$ cat src/rtl/serial_deserializer_pkg.sv
// Shared types and width helpers for the serial deserializer slice.
// Widths are functions of the block parameters so every file derives them the same way.
package serial_deser_pkg;

  typedef enum logic [0:0] {
    COLLECT = 1'b0,
    HUNT    = 1'b1
  } state_e;

  // A bit counter needs at least one bit even when a word is a single bit wide.
  function automatic int cnt_width(input int bits);
    return (bits > 32'sd1) ? $clog2(bits) : 32'sd1;
  endfunction

  function automatic int lvl_width(input int depth);
    return $clog2(depth) + 32'sd1;
  endfunction

  localparam int DEF_BITS  = 32'sd5;
  localparam int DEF_DEPTH = 32'sd2;
  localparam int CNT_W     = cnt_width(DEF_BITS);
  localparam int LVL_W     = lvl_width(DEF_DEPTH);

endpackage

$ cat src/rtl/serial_deserializer_if.sv
// Serial input, parallel output and status bundle of the deserializer.
// master drives the bit stream and consumes words; slave is the deserializer.
interface serial_deserializer_if
  import serial_deser_pkg::*;
#(
  parameter int BITS  = DEF_BITS,
  parameter int DEPTH = DEF_DEPTH
) ();

  localparam int LW = lvl_width(DEPTH);

  logic            ena;
  logic            sin_valid;
  logic            sin;
  logic            sin_eos;
  logic [BITS-1:0] dout;
  logic            dout_valid;
  logic            dout_ready;
  logic [LW-1:0]   level;
  logic            frame_err;
  logic            overflow;
  logic            clr_err;

  modport master (
    output ena, sin_valid, sin, sin_eos, dout_ready, clr_err,
    input  dout, dout_valid, level, frame_err, overflow
  );

  modport slave (
    input  ena, sin_valid, sin, sin_eos, dout_ready, clr_err,
    output dout, dout_valid, level, frame_err, overflow
  );

endinterface

$ cat src/rtl/serial_deserializer_sync_fifo_fwft.sv
// First-word-fall-through FIFO with a registered head word.
// Push while full is only accepted when a pop frees the slot in the same cycle.
module sync_fifo_fwft
  import serial_deser_pkg::*;
#(
  parameter int WIDTH = DEF_BITS,
  parameter int DEPTH = DEF_DEPTH
) (
  input  logic                       clk,
  input  logic                       rst,
  input  logic                       push,
  input  logic                       pop,
  input  logic [WIDTH-1:0]           din,
  output logic [WIDTH-1:0]           dout,
  output logic                       empty,
  output logic                       full,
  output logic [lvl_width(DEPTH)-1:0] level
);

  localparam int PW = $clog2(DEPTH);
  localparam int LW = lvl_width(DEPTH);

  logic [WIDTH-1:0] mem_q [DEPTH];
  logic [WIDTH-1:0] mem_d [DEPTH];
  logic [PW-1:0]    wr_ptr_q, wr_ptr_d;
  logic [PW-1:0]    rd_ptr_q, rd_ptr_d;
  logic [PW-1:0]    rd_nxt_s;
  logic [LW-1:0]    level_q, level_d;
  logic [WIDTH-1:0] dout_q, dout_d;
  logic             empty_s, full_s, do_push_s, do_pop_s;

  // Next-state for storage, pointers, occupancy and the registered head word.
  always_comb begin
    empty_s   = (level_q == {LW{1'b0}});
    full_s    = (level_q == LW'(DEPTH));
    do_pop_s  = pop & ~empty_s;
    do_push_s = push & (~full_s | do_pop_s);
    rd_nxt_s  = rd_ptr_q + 1'b1;
    mem_d     = mem_q;
    wr_ptr_d  = wr_ptr_q;
    rd_ptr_d  = rd_ptr_q;
    dout_d    = dout_q;

    if (do_push_s) begin
      mem_d[wr_ptr_q] = din;
      wr_ptr_d        = wr_ptr_q + 1'b1;
    end else begin
      wr_ptr_d = wr_ptr_q;
    end

    // The head register must already hold the next word when a pop retires the current one.
    if (do_pop_s) begin
      rd_ptr_d = rd_nxt_s;
      if (level_q > LW'(32'd1)) begin
        dout_d = mem_q[rd_nxt_s];
      end else if (do_push_s) begin
        dout_d = din;
      end else begin
        dout_d = dout_q;
      end
    end else if (do_push_s && empty_s) begin
      dout_d = din;
    end else begin
      dout_d = dout_q;
    end

    case ({do_push_s, do_pop_s})
      2'b10:   level_d = level_q + 1'b1;
      2'b01:   level_d = level_q - 1'b1;
      default: level_d = level_q;
    endcase
  end

  // State registers with synchronous reset.
  always_ff @(posedge clk) begin
    if (rst) begin
      for (int i = 0; i < DEPTH; i++) begin
        mem_q[i] <= '0;
      end
      wr_ptr_q <= '0;
      rd_ptr_q <= '0;
      level_q  <= '0;
      dout_q   <= '0;
    end else begin
      mem_q    <= mem_d;
      wr_ptr_q <= wr_ptr_d;
      rd_ptr_q <= rd_ptr_d;
      level_q  <= level_d;
      dout_q   <= dout_d;
    end
  end

  assign dout  = dout_q;
  assign empty = empty_s;
  assign full  = full_s;
  assign level = level_q;

endmodule

$ cat src/rtl/serial_deserializer.sv
// Rebuilds LSB-first serial words framed by an end-of-shift marker and queues them
// in a FWFT FIFO; framing errors and dropped words raise sticky flags.
module serial_deserializer
  import serial_deser_pkg::*;
#(
  parameter int BITS  = DEF_BITS,
  parameter int DEPTH = DEF_DEPTH
) (
  input  logic                  clk,
  input  logic                  rst,
  serial_deserializer_if.slave  bus
);

  localparam int CW = cnt_width(BITS);
  localparam int LW = lvl_width(DEPTH);

  localparam logic [0:0] ST_COLLECT = COLLECT;
  localparam logic [0:0] ST_HUNT    = HUNT;

  logic [0:0]      state_q, state_d;
  logic [CW-1:0]   cnt_q, cnt_d;
  logic [BITS-1:0] shreg_q, shreg_d;
  logic            frame_err_q, frame_err_d;
  logic            overflow_q, overflow_d;
  logic [BITS-1:0] word_s;
  logic            sample_s, last_s, push_s, ferr_ev_s, ovf_ev_s, pop_s;
  logic            empty_s, full_s;
  logic [LW-1:0]   level_s;

  // Framing FSM, shift register and sticky error flags.
  always_comb begin
    state_d   = state_q;
    cnt_d     = cnt_q;
    shreg_d   = shreg_q;
    push_s    = 1'b0;
    ferr_ev_s = 1'b0;
    sample_s  = bus.ena & bus.sin_valid;
    last_s    = (cnt_q == CW'(BITS - 1));
    // The final bit is taken straight from the line so the word can be pushed on its own edge.
    word_s           = shreg_q;
    word_s[BITS-1]   = bus.sin;

    case (state_q)
      ST_COLLECT: begin
        if (sample_s) begin
          shreg_d[cnt_q] = bus.sin;
          if (bus.sin_eos) begin
            cnt_d = '0;
            if (last_s) begin
              push_s = 1'b1;
            end else begin
              ferr_ev_s = 1'b1;
            end
          end else if (last_s) begin
            ferr_ev_s = 1'b1;
            cnt_d     = '0;
            state_d   = ST_HUNT;
          end else begin
            cnt_d = cnt_q + 1'b1;
          end
        end else begin
          cnt_d = cnt_q;
        end
      end
      ST_HUNT: begin
        if (sample_s && bus.sin_eos) begin
          state_d = ST_COLLECT;
          cnt_d   = '0;
        end else begin
          state_d = ST_HUNT;
        end
      end
      default: begin
        state_d = ST_COLLECT;
        cnt_d   = '0;
      end
    endcase

    pop_s       = ~empty_s & bus.dout_ready;
    ovf_ev_s    = push_s & full_s & ~pop_s;
    frame_err_d = (frame_err_q & ~bus.clr_err) | ferr_ev_s;
    overflow_d  = (overflow_q & ~bus.clr_err) | ovf_ev_s;
  end

  // State registers with synchronous reset.
  always_ff @(posedge clk) begin
    if (rst) begin
      state_q     <= ST_COLLECT;
      cnt_q       <= '0;
      shreg_q     <= '0;
      frame_err_q <= 1'b0;
      overflow_q  <= 1'b0;
    end else begin
      state_q     <= state_d;
      cnt_q       <= cnt_d;
      shreg_q     <= shreg_d;
      frame_err_q <= frame_err_d;
      overflow_q  <= overflow_d;
    end
  end

  sync_fifo_fwft #(
    .WIDTH (BITS),
    .DEPTH (DEPTH)
  ) u_fifo (
    .clk   (clk),
    .rst   (rst),
    .push  (push_s),
    .pop   (pop_s),
    .din   (word_s),
    .dout  (bus.dout),
    .empty (empty_s),
    .full  (full_s),
    .level (level_s)
  );

  assign bus.dout_valid = ~empty_s;
  assign bus.level      = level_s;
  assign bus.frame_err  = frame_err_q;
  assign bus.overflow   = overflow_q;

endmodule

$ cat src/flat_wrapper.sv
// flat-port wrapper written by rule: the top's interface ports become plain ports
module serial_deserializer_flat import serial_deser_pkg::*;
#(
  parameter int BITS  = DEF_BITS,
  parameter int DEPTH = DEF_DEPTH
)
  (clk, rst, bus_ena, bus_sin_valid, bus_sin, bus_sin_eos, bus_dout_ready, bus_clr_err, bus_dout, bus_dout_valid, bus_level, bus_frame_err, bus_overflow);
  serial_deserializer_if #(.BITS(BITS), .DEPTH(DEPTH)) bus_i ();
  input  logic clk;
  input  logic rst;
  input wire logic [$bits(bus_i.ena)-1:0] bus_ena;
  input wire logic [$bits(bus_i.sin_valid)-1:0] bus_sin_valid;
  input wire logic [$bits(bus_i.sin)-1:0] bus_sin;
  input wire logic [$bits(bus_i.sin_eos)-1:0] bus_sin_eos;
  input wire logic [$bits(bus_i.dout_ready)-1:0] bus_dout_ready;
  input wire logic [$bits(bus_i.clr_err)-1:0] bus_clr_err;
  output wire logic [$bits(bus_i.dout)-1:0] bus_dout;
  output wire logic [$bits(bus_i.dout_valid)-1:0] bus_dout_valid;
  output wire logic [$bits(bus_i.level)-1:0] bus_level;
  output wire logic [$bits(bus_i.frame_err)-1:0] bus_frame_err;
  output wire logic [$bits(bus_i.overflow)-1:0] bus_overflow;
  assign bus_i.ena = bus_ena;
  assign bus_i.sin_valid = bus_sin_valid;
  assign bus_i.sin = bus_sin;
  assign bus_i.sin_eos = bus_sin_eos;
  assign bus_i.dout_ready = bus_dout_ready;
  assign bus_i.clr_err = bus_clr_err;
  assign bus_dout = bus_i.dout;
  assign bus_dout_valid = bus_i.dout_valid;
  assign bus_level = bus_i.level;
  assign bus_frame_err = bus_i.frame_err;
  assign bus_overflow = bus_i.overflow;
  serial_deserializer #(.BITS(BITS), .DEPTH(DEPTH)) u_core (.clk(clk), .rst(rst), .bus(bus_i));
endmodule
$ cat config.mk
export PLATFORM = sky130hd
export DESIGN_NAME = serial_deserializer_flat
export DESIGN_NICKNAME = d
export VERILOG_FILES = /design/src/rtl/serial_deserializer_pkg.sv /design/src/rtl/serial_deserializer_if.sv /design/src/rtl/serial_deserializer_sync_fifo_fwft.sv /design/src/rtl/serial_deserializer.sv /design/src/flat_wrapper.sv
export SDC_FILE = /design/constraint.sdc
export NUM_CORES = 1
export LEC_CHECK = 0
export ABC_AREA = 1
export BUFFER_PORTS_ARGS = -buffer_cell sky130_fd_sc_hd__buf_2
export CORE_AREA = 2 2 75 77
export CTS_CLUSTER_SIZE = 40
export DETAILED_ROUTE_END_ITERATION = 16
export DIE_AREA = 0 0 77 79
export SYNTH_ARGS = -nofsm -noshare
export SYNTH_HDL_FRONTEND = slang
export SYNTH_SLANG_ARGS = --single-unit
$ cat constraint.sdc
create_clock -name clk -period 3.3 [get_ports clk]
set_input_delay 0 -clock clk [delete_from_list [all_inputs] [get_ports clk]]
set_output_delay 0 -clock clk [all_outputs]
set_load 0.05 [all_outputs]
# ---- Word level (Yosys, flattened, before mapping)
# Cells that the tools add are included.
# W data, S select, Z words.
dict set report classes {
  n_addsub 5
  order_cmp 6
  eq_ne 7
  mux 31
  n_bitwise 18
  reduce_logical 10
}
# operator count
set op_table {}
lappend op_table {{$mux W5} 8}
lappend op_table {{$mux W1} 12}
lappend op_table {{$mux W3} 4}
lappend op_table {{$bwmux W10} 1}
lappend op_table {{$and A1 B1 Y1} 8}
lappend op_table {{$pmux W3 S2} 1}
lappend op_table {{$reduce_and A2 Y1} 3}
lappend op_table {{$bwmux W5} 1}
lappend op_table {{$demux W5 S1} 1}
lappend op_table {{$not A1 Y1} 5}
lappend op_table {{$eq A2 B2 Y1 const B} 2}
lappend op_table {{$ge A2 B2 Y1 const B} 2}
lappend op_table {{$logic_and A1 B1 Y1} 4}
lappend op_table {{$lt A3 B4 Y1 const B} 1}
lappend op_table {{$not A1 Y2} 2}
lappend op_table {{$pmux W2 S2} 1}
lappend op_table {{$reduce_bool A2 Y1} 2}
lappend op_table {{$add A3 B1 Y3 const B} 1}
lappend op_table {{$demux W1 S3} 1}
lappend op_table {{$eq A3 B3 Y1 const B} 1}
lappend op_table {{$ge A3 B1 Y1 const B} 1}
lappend op_table {{$ne A3 B2 Y1 const B} 1}
lappend op_table {{$or A1 B1 Y1} 3}
lappend op_table {{$add A1 B1 Y1 const B} 2}
lappend op_table {{other kinds (9)} 9}
dict set report totals {
  regBits 30
  input_bits 8
  output_inout_bits 10
}

# ---- Logic depth before layout (Yosys ltp)
dict set report depth {
  ltp_word 9
  mapped_depth 12
  ltp_nobuf 12
}

# ---- Cells and area by module
# From an unflattened synthesis, not the netlist that was laid out.
dict set report unflattened {
  hier_cells 227
  hier_area_um2 1586.5
}
# mod instances cells_per_inst area_each_um2 seq_area_each_um2
set by_module_without_submodules {}
lappend by_module_without_submodules {sync_fifo_fwft 1 141 996.0 380.4}
lappend by_module_without_submodules {serial_deserializer 1 86 590.6 200.2}

# ---- Worst setup path after synthesis
# No wires, ideal clock.
dict set report synth_path {
  kind {register -> register}
  startpoint {register u_core.u_fifo.level_q[0] (netlist: u_core.u_fifo.level[0])}
  endpoint {register u_core.u_fifo.mem_q[5] (netlist name)}
  setup_ns 0.116
  arrival_ns 1.923
  path_slack_ns 1.262
  path_stages_with_launch 11
  period_less_slack_ns 2.038
  path_cell_list {dfxtp_1 -> inv_1 -> ha_1 -> inv_2 -> nand2_4 -> nand2_4 -> nand2_4 -> nor2_4 -> inv_2 -> nor2_1 -> nor2_1}
}
dict set report synth_between {
  elab_chain_len 6
}
# element line_no
set synth_rtl {}
lappend synth_rtl {{start: declaration} serial_deserializer_sync_fifo_fwft.sv:28} ;# logic [LW-1:0] level_q, level_d;
lappend synth_rtl {{start signal: assignment} serial_deserializer_sync_fifo_fwft.sv:88} ;# level_q <= level_d;
lappend synth_rtl {{$logic_not A2 Y1 (*)} serial_deserializer_sync_fifo_fwft.sv:34} ;# empty_s = (level_q == {LW{1'b0}});
lappend synth_rtl {{$not A1 Y1 (*)} n/a}
lappend synth_rtl {{via bus_dout_valid} flat_wrapper.sv:18} ;# output wire logic [$bits(bus_i.dout_valid)-1:0] bus_dout_valid;
lappend synth_rtl {{$and A1 B1 Y1} serial_deserializer.sv:79} ;# pop_s = ~empty_s & bus.dout_ready;
lappend synth_rtl {{$and A1 B1 Y1 (*)} serial_deserializer_sync_fifo_fwft.sv:36} ;# do_pop_s = pop & ~empty_s;
lappend synth_rtl {{$or A1 B1 Y1 (*)} serial_deserializer_sync_fifo_fwft.sv:37} ;# do_push_s = push & (~full_s | do_pop_s);
lappend synth_rtl {{$and A1 B1 Y1 (*)} serial_deserializer_sync_fifo_fwft.sv:37}
lappend synth_rtl {{end signal: assignment} serial_deserializer_sync_fifo_fwft.sv:85} ;# mem_q <= mem_d;
lappend synth_rtl {{end: declaration} serial_deserializer_sync_fifo_fwft.sv:23} ;# logic [WIDTH-1:0] mem_q [DEPTH];
# Mark *: on every way through the listed nets, which the timed path passes. The rest lies on a longest branch.
# A chain may end at the register's enable or synchronous reset.

# ---- Worst setup path after layout
dict set report layout_path {
  startpoint {register u_core.cnt_q[0]}
  endpoint {register u_core.u_fifo.mem_q[6] (netlist name)}
}
dict set report layout_between {
  elab_chain_len 6
}
# element line_no
set layout_rtl {}
lappend layout_rtl {{start: declaration} serial_deserializer.sv:21} ;# logic [CW-1:0] cnt_q, cnt_d;
lappend layout_rtl {{start signal: assignment} serial_deserializer.sv:95} ;# cnt_q <= cnt_d;
lappend layout_rtl {{$eq A3 B3 Y1} serial_deserializer.sv:38} ;# last_s = (cnt_q == CW'(BITS - 1));
lappend layout_rtl {{$mux W1} serial_deserializer.sv:49} ;# if (last_s) begin
lappend layout_rtl {{$mux W1} serial_deserializer.sv:47} ;# if (bus.sin_eos) begin
lappend layout_rtl {{$mux W1} serial_deserializer.sv:45} ;# if (sample_s) begin
lappend layout_rtl {{$mux W1} serial_deserializer.sv:43} ;# case (state_q)
lappend layout_rtl {{$and A1 B1 Y1} serial_deserializer_sync_fifo_fwft.sv:37}
# Every way passes these cells.

==> metrics.yaml <==
clock_tree:
  clk_pin_slew_ns: 0.06
  cts_max_level: 2
  hold_buffers: 0
  clock_sinks: 29
  ctsResizeCount: 0
  cts_tree: "built"
  cts_made_buffers: 5
  clk_latency_ns: 0.28
  postCtsSetupRepairBufs: 0
  clock_path_buffers: 2
  cts_root_buf: "clkbuf_8"
timing:
  finalSetupTns_ns: 0
  max_freq_mhz: 517
  finalCritPeriodShare_pct: 58.7
  relSlewSlack_pct: 65.8
  worst_pin_slew_ns: 0.512
  hold_viol_final: 0
  fin_worst_skew_ns: 0.00490
  setup_viol: 0
  rsz0062_at_grt: "no"
  final_max_slew_viol_count: 0
  min_period_ns: 1.94
synthesis:
  synth_cell_type_count: 23
  synth-seq-cells: 29
  synth_xor_area_share_pct: 0
  synth_fp_nets: 226
  synth_fa_ha_area_share_pct: 5.75
  synthSimpleGateAreaFrac_pct: 38.5
  synth_cells: 211
  synth_area_per_cell_um2: 7.22
  yosys_warnings: 0
  synth.cell_area_um2: 1520
  synth_mux_area_share_pct: 0
  synth-compound-area-share_pct: 11.0
  synth_top_family_by_area: "simple AND/OR/NAND/NOR gates"
  synth-seq-area-share_pct: 38.1
cells_and_area:
  fillers: 613
  drive_gt1_share_pct: 18.9
  seq_area_um2: 581
  final_nets: 248
  syn_to_final_growth_pct: 16.2
  antenna_cells: 0
  multi_input_area_um2: 842
floorplanning:
  num_rows: 27
  die_w_um: 77
  die_h_um: 79
  dieArea_um2: 6080
  coreArea_um2: 5340
  ios: 18
  start_util_pct: 28.6
drt:
  wl_per_cell_um: 11.0
  wl_met1_um: 1630
  drc: 0
  via_per_inst: 4.54
  wl_met2_um: 1530
  top_layer: "met4"
  first_pass_iters: 5
  routed-via-count: 1384
  drt_iter0_drc: 54
  postRouteAntennaNets: 0
  wirelength_um: 3340
  route.met3.wl_um: 134
worst_setup_path:
  crit_arrival_ns: 2.10
  critPathLaunch: "u_core.cnt_q[0]"
  start_kind: "register"
  r2r_cells: 12
  r2r_slack_ns: 1.36
  criticalPathCategory: "reg -> reg"
  critPathMaxFanout: 7
  r2r_start: "u_core.cnt_q[0]"
  r2r-end: "u_core.u_fifo.mem_q[6]"
  endpoint_kind: "register"
  worstSetupEndpoint: "u_core.u_fifo.mem_q[6]"
  worst-endpoint-required_ns: 3.47
global_route:
  antenna_found_initial: 0
  grt_overflow: 0
  first_global_vias: 1317
  grtUsageTotal_pct: 12.2
  grt_pass1_wl_um: 5890
  grt_max_degree: 19
place:
  gp_congestion: 0.848
  hpwl_um: 2440
  io_buffers: 17
pwr:
  peakVddDrop_v: 0.000167
  power_leakage_nw: 0.801
  power_uw: 783
  p_per_area_nw_per_um2: 442
job:
  cap_violations: 0
outcome:
  status: "finished clean"
worst_hold_path:
  hold_class: "in -> reg"
-- cell usage after synthesis --
cell type   n  area (um2)
nor2_4      5        56.3
inv_1      20        75.1
a21oi_1    12        60.1
nand2_4     5        56.3
nand3b_1    2        15.0
nand3_1    11        55.1
nand2_1    48         180
a2bb2oi_1   1        8.76
or2_2       1        6.26
ha_1        7        87.6
a31oi_1     4        25.0
dfxtp_1    29         581
o21ai_0    13        65.1
nor2_2      1        6.26
a21oi_2     1        8.76
nor3_1      4        20.0
nor2_1     33         124
clkbuf_1    1        3.75
inv_2       3        11.3
nor4_1      4        25.0
nand3_2     3        30.0
buf_6       1        11.3
nand2_2     2        12.5
-- per-layer routing --
metal / track usage (%) / vias to the layer above
met3: 3.86 / 4
met1: 14.6 / 630
li1: - / 727
met4: 4.82 / 0
met2: 20.4 / 23
met5: 0 / -
-- layout by cell type, fill, tap and decap left out --
cell type,instances
nor3_1,4
a31oi_1,4
clkbuf_8,6
a21oi_1,12
o21ai_0,13
ha_1,7
nand3b_1,2
nor2_2,1
nand2_4,5
nand2_1,48
nand3_2,3
nand3_1,11
nand2_2,2
inv_2,3
dfxtp_1,29
buf_2,17
clkbuf_1,1
nor2_4,5
a2bb2oi_1,1
a21oi_2,1
nor4_1,4
nor2_1,33
inv_1,20
or2_2,1
-- where the power goes --
part           internal (mW)  switching (mW)  leakage [nW]
clock network          0.165           0.127        0.0443
registers              0.361         0.00920         0.234
logic                 0.0333          0.0877         0.523
total                  0.559           0.224         0.801
-- worst max-delay path, stage by stage (launching register included) --
cell and delay, ns:
dfxtp_1 0.36, inv_1 0.18, ha_1 0.17, nand2_1 0.06, inv_1 0.08, ha_1 0.22
nand3_2 0.11, nor2_4 0.15, nand2_4 0.09, nor2_4 0.15, inv_2 0.09, nor2_1 0.11
nor2_1 0.05
-- cell type report --
cell class	count	area share, %
Sequential cell	29	32.8
Multi-Input combinational cell	157	47.6
Tap cell	72	5.09
Inverter	23	4.88
Clock buffer	7	4.88
Timing Repair Buffer	17	4.81
-- registers in the layout, summed over array words and instances (netlist names) --
| signal | cells |
|---|---|
| u_core.state_q | 1 |
| u_core.u_fifo.dout | 5 |
| u_core.u_fifo.wr_ptr_q | 1 |
| u_core.u_fifo.rd_ptr_q | 1 |
| u_core.bus.frame_err | 1 |
| u_core.u_fifo.level | 2 |
| u_core.u_fifo.mem_q | 10 |
| u_core.cnt_q | 3 |
| u_core.bus.overflow | 1 |
| u_core.shreg_q | 4 |
-- logic make-up after synthesis --
group                      count (synthesis)
adders and majority gates                  7
AOI/OAI and AO/OA                         31
DFF                                       29
and+or+nand+nor                          119
buffers and inverters                     25
-- how the worst min path moves through the flow --
stage / startpoint / endpoint / depth (start not counted)
global route: bus_clr_err / u_core.bus.overflow / 4
CTS: bus_clr_err / u_core.bus.overflow / 4
global placement: bus_clr_err / u_core.bus.overflow / 4
detailed placement: bus_clr_err / u_core.bus.overflow / 4
floorplan: rst / u_core.shreg_q[0] / 1
finish: bus_clr_err / u_core.bus.overflow / 4
-- stage by stage --
stage                     instance area [um2]  instances  hold slack, ns  setup slack [ns]  util, %
after floorplan                          1520        211          0.0793              1.26        -
after global placement                   1680        298           0.289              1.42     31.6
after detailed placement                 1680        298           0.296              1.37     31.6
after CTS                                1770        305        0.000336              1.36     33.2
after global routing                     1770        305          0.0222              1.11     33.2
final                                    1770        305         0.00391              1.36     33.2
(Power assumes the default switching activity.)
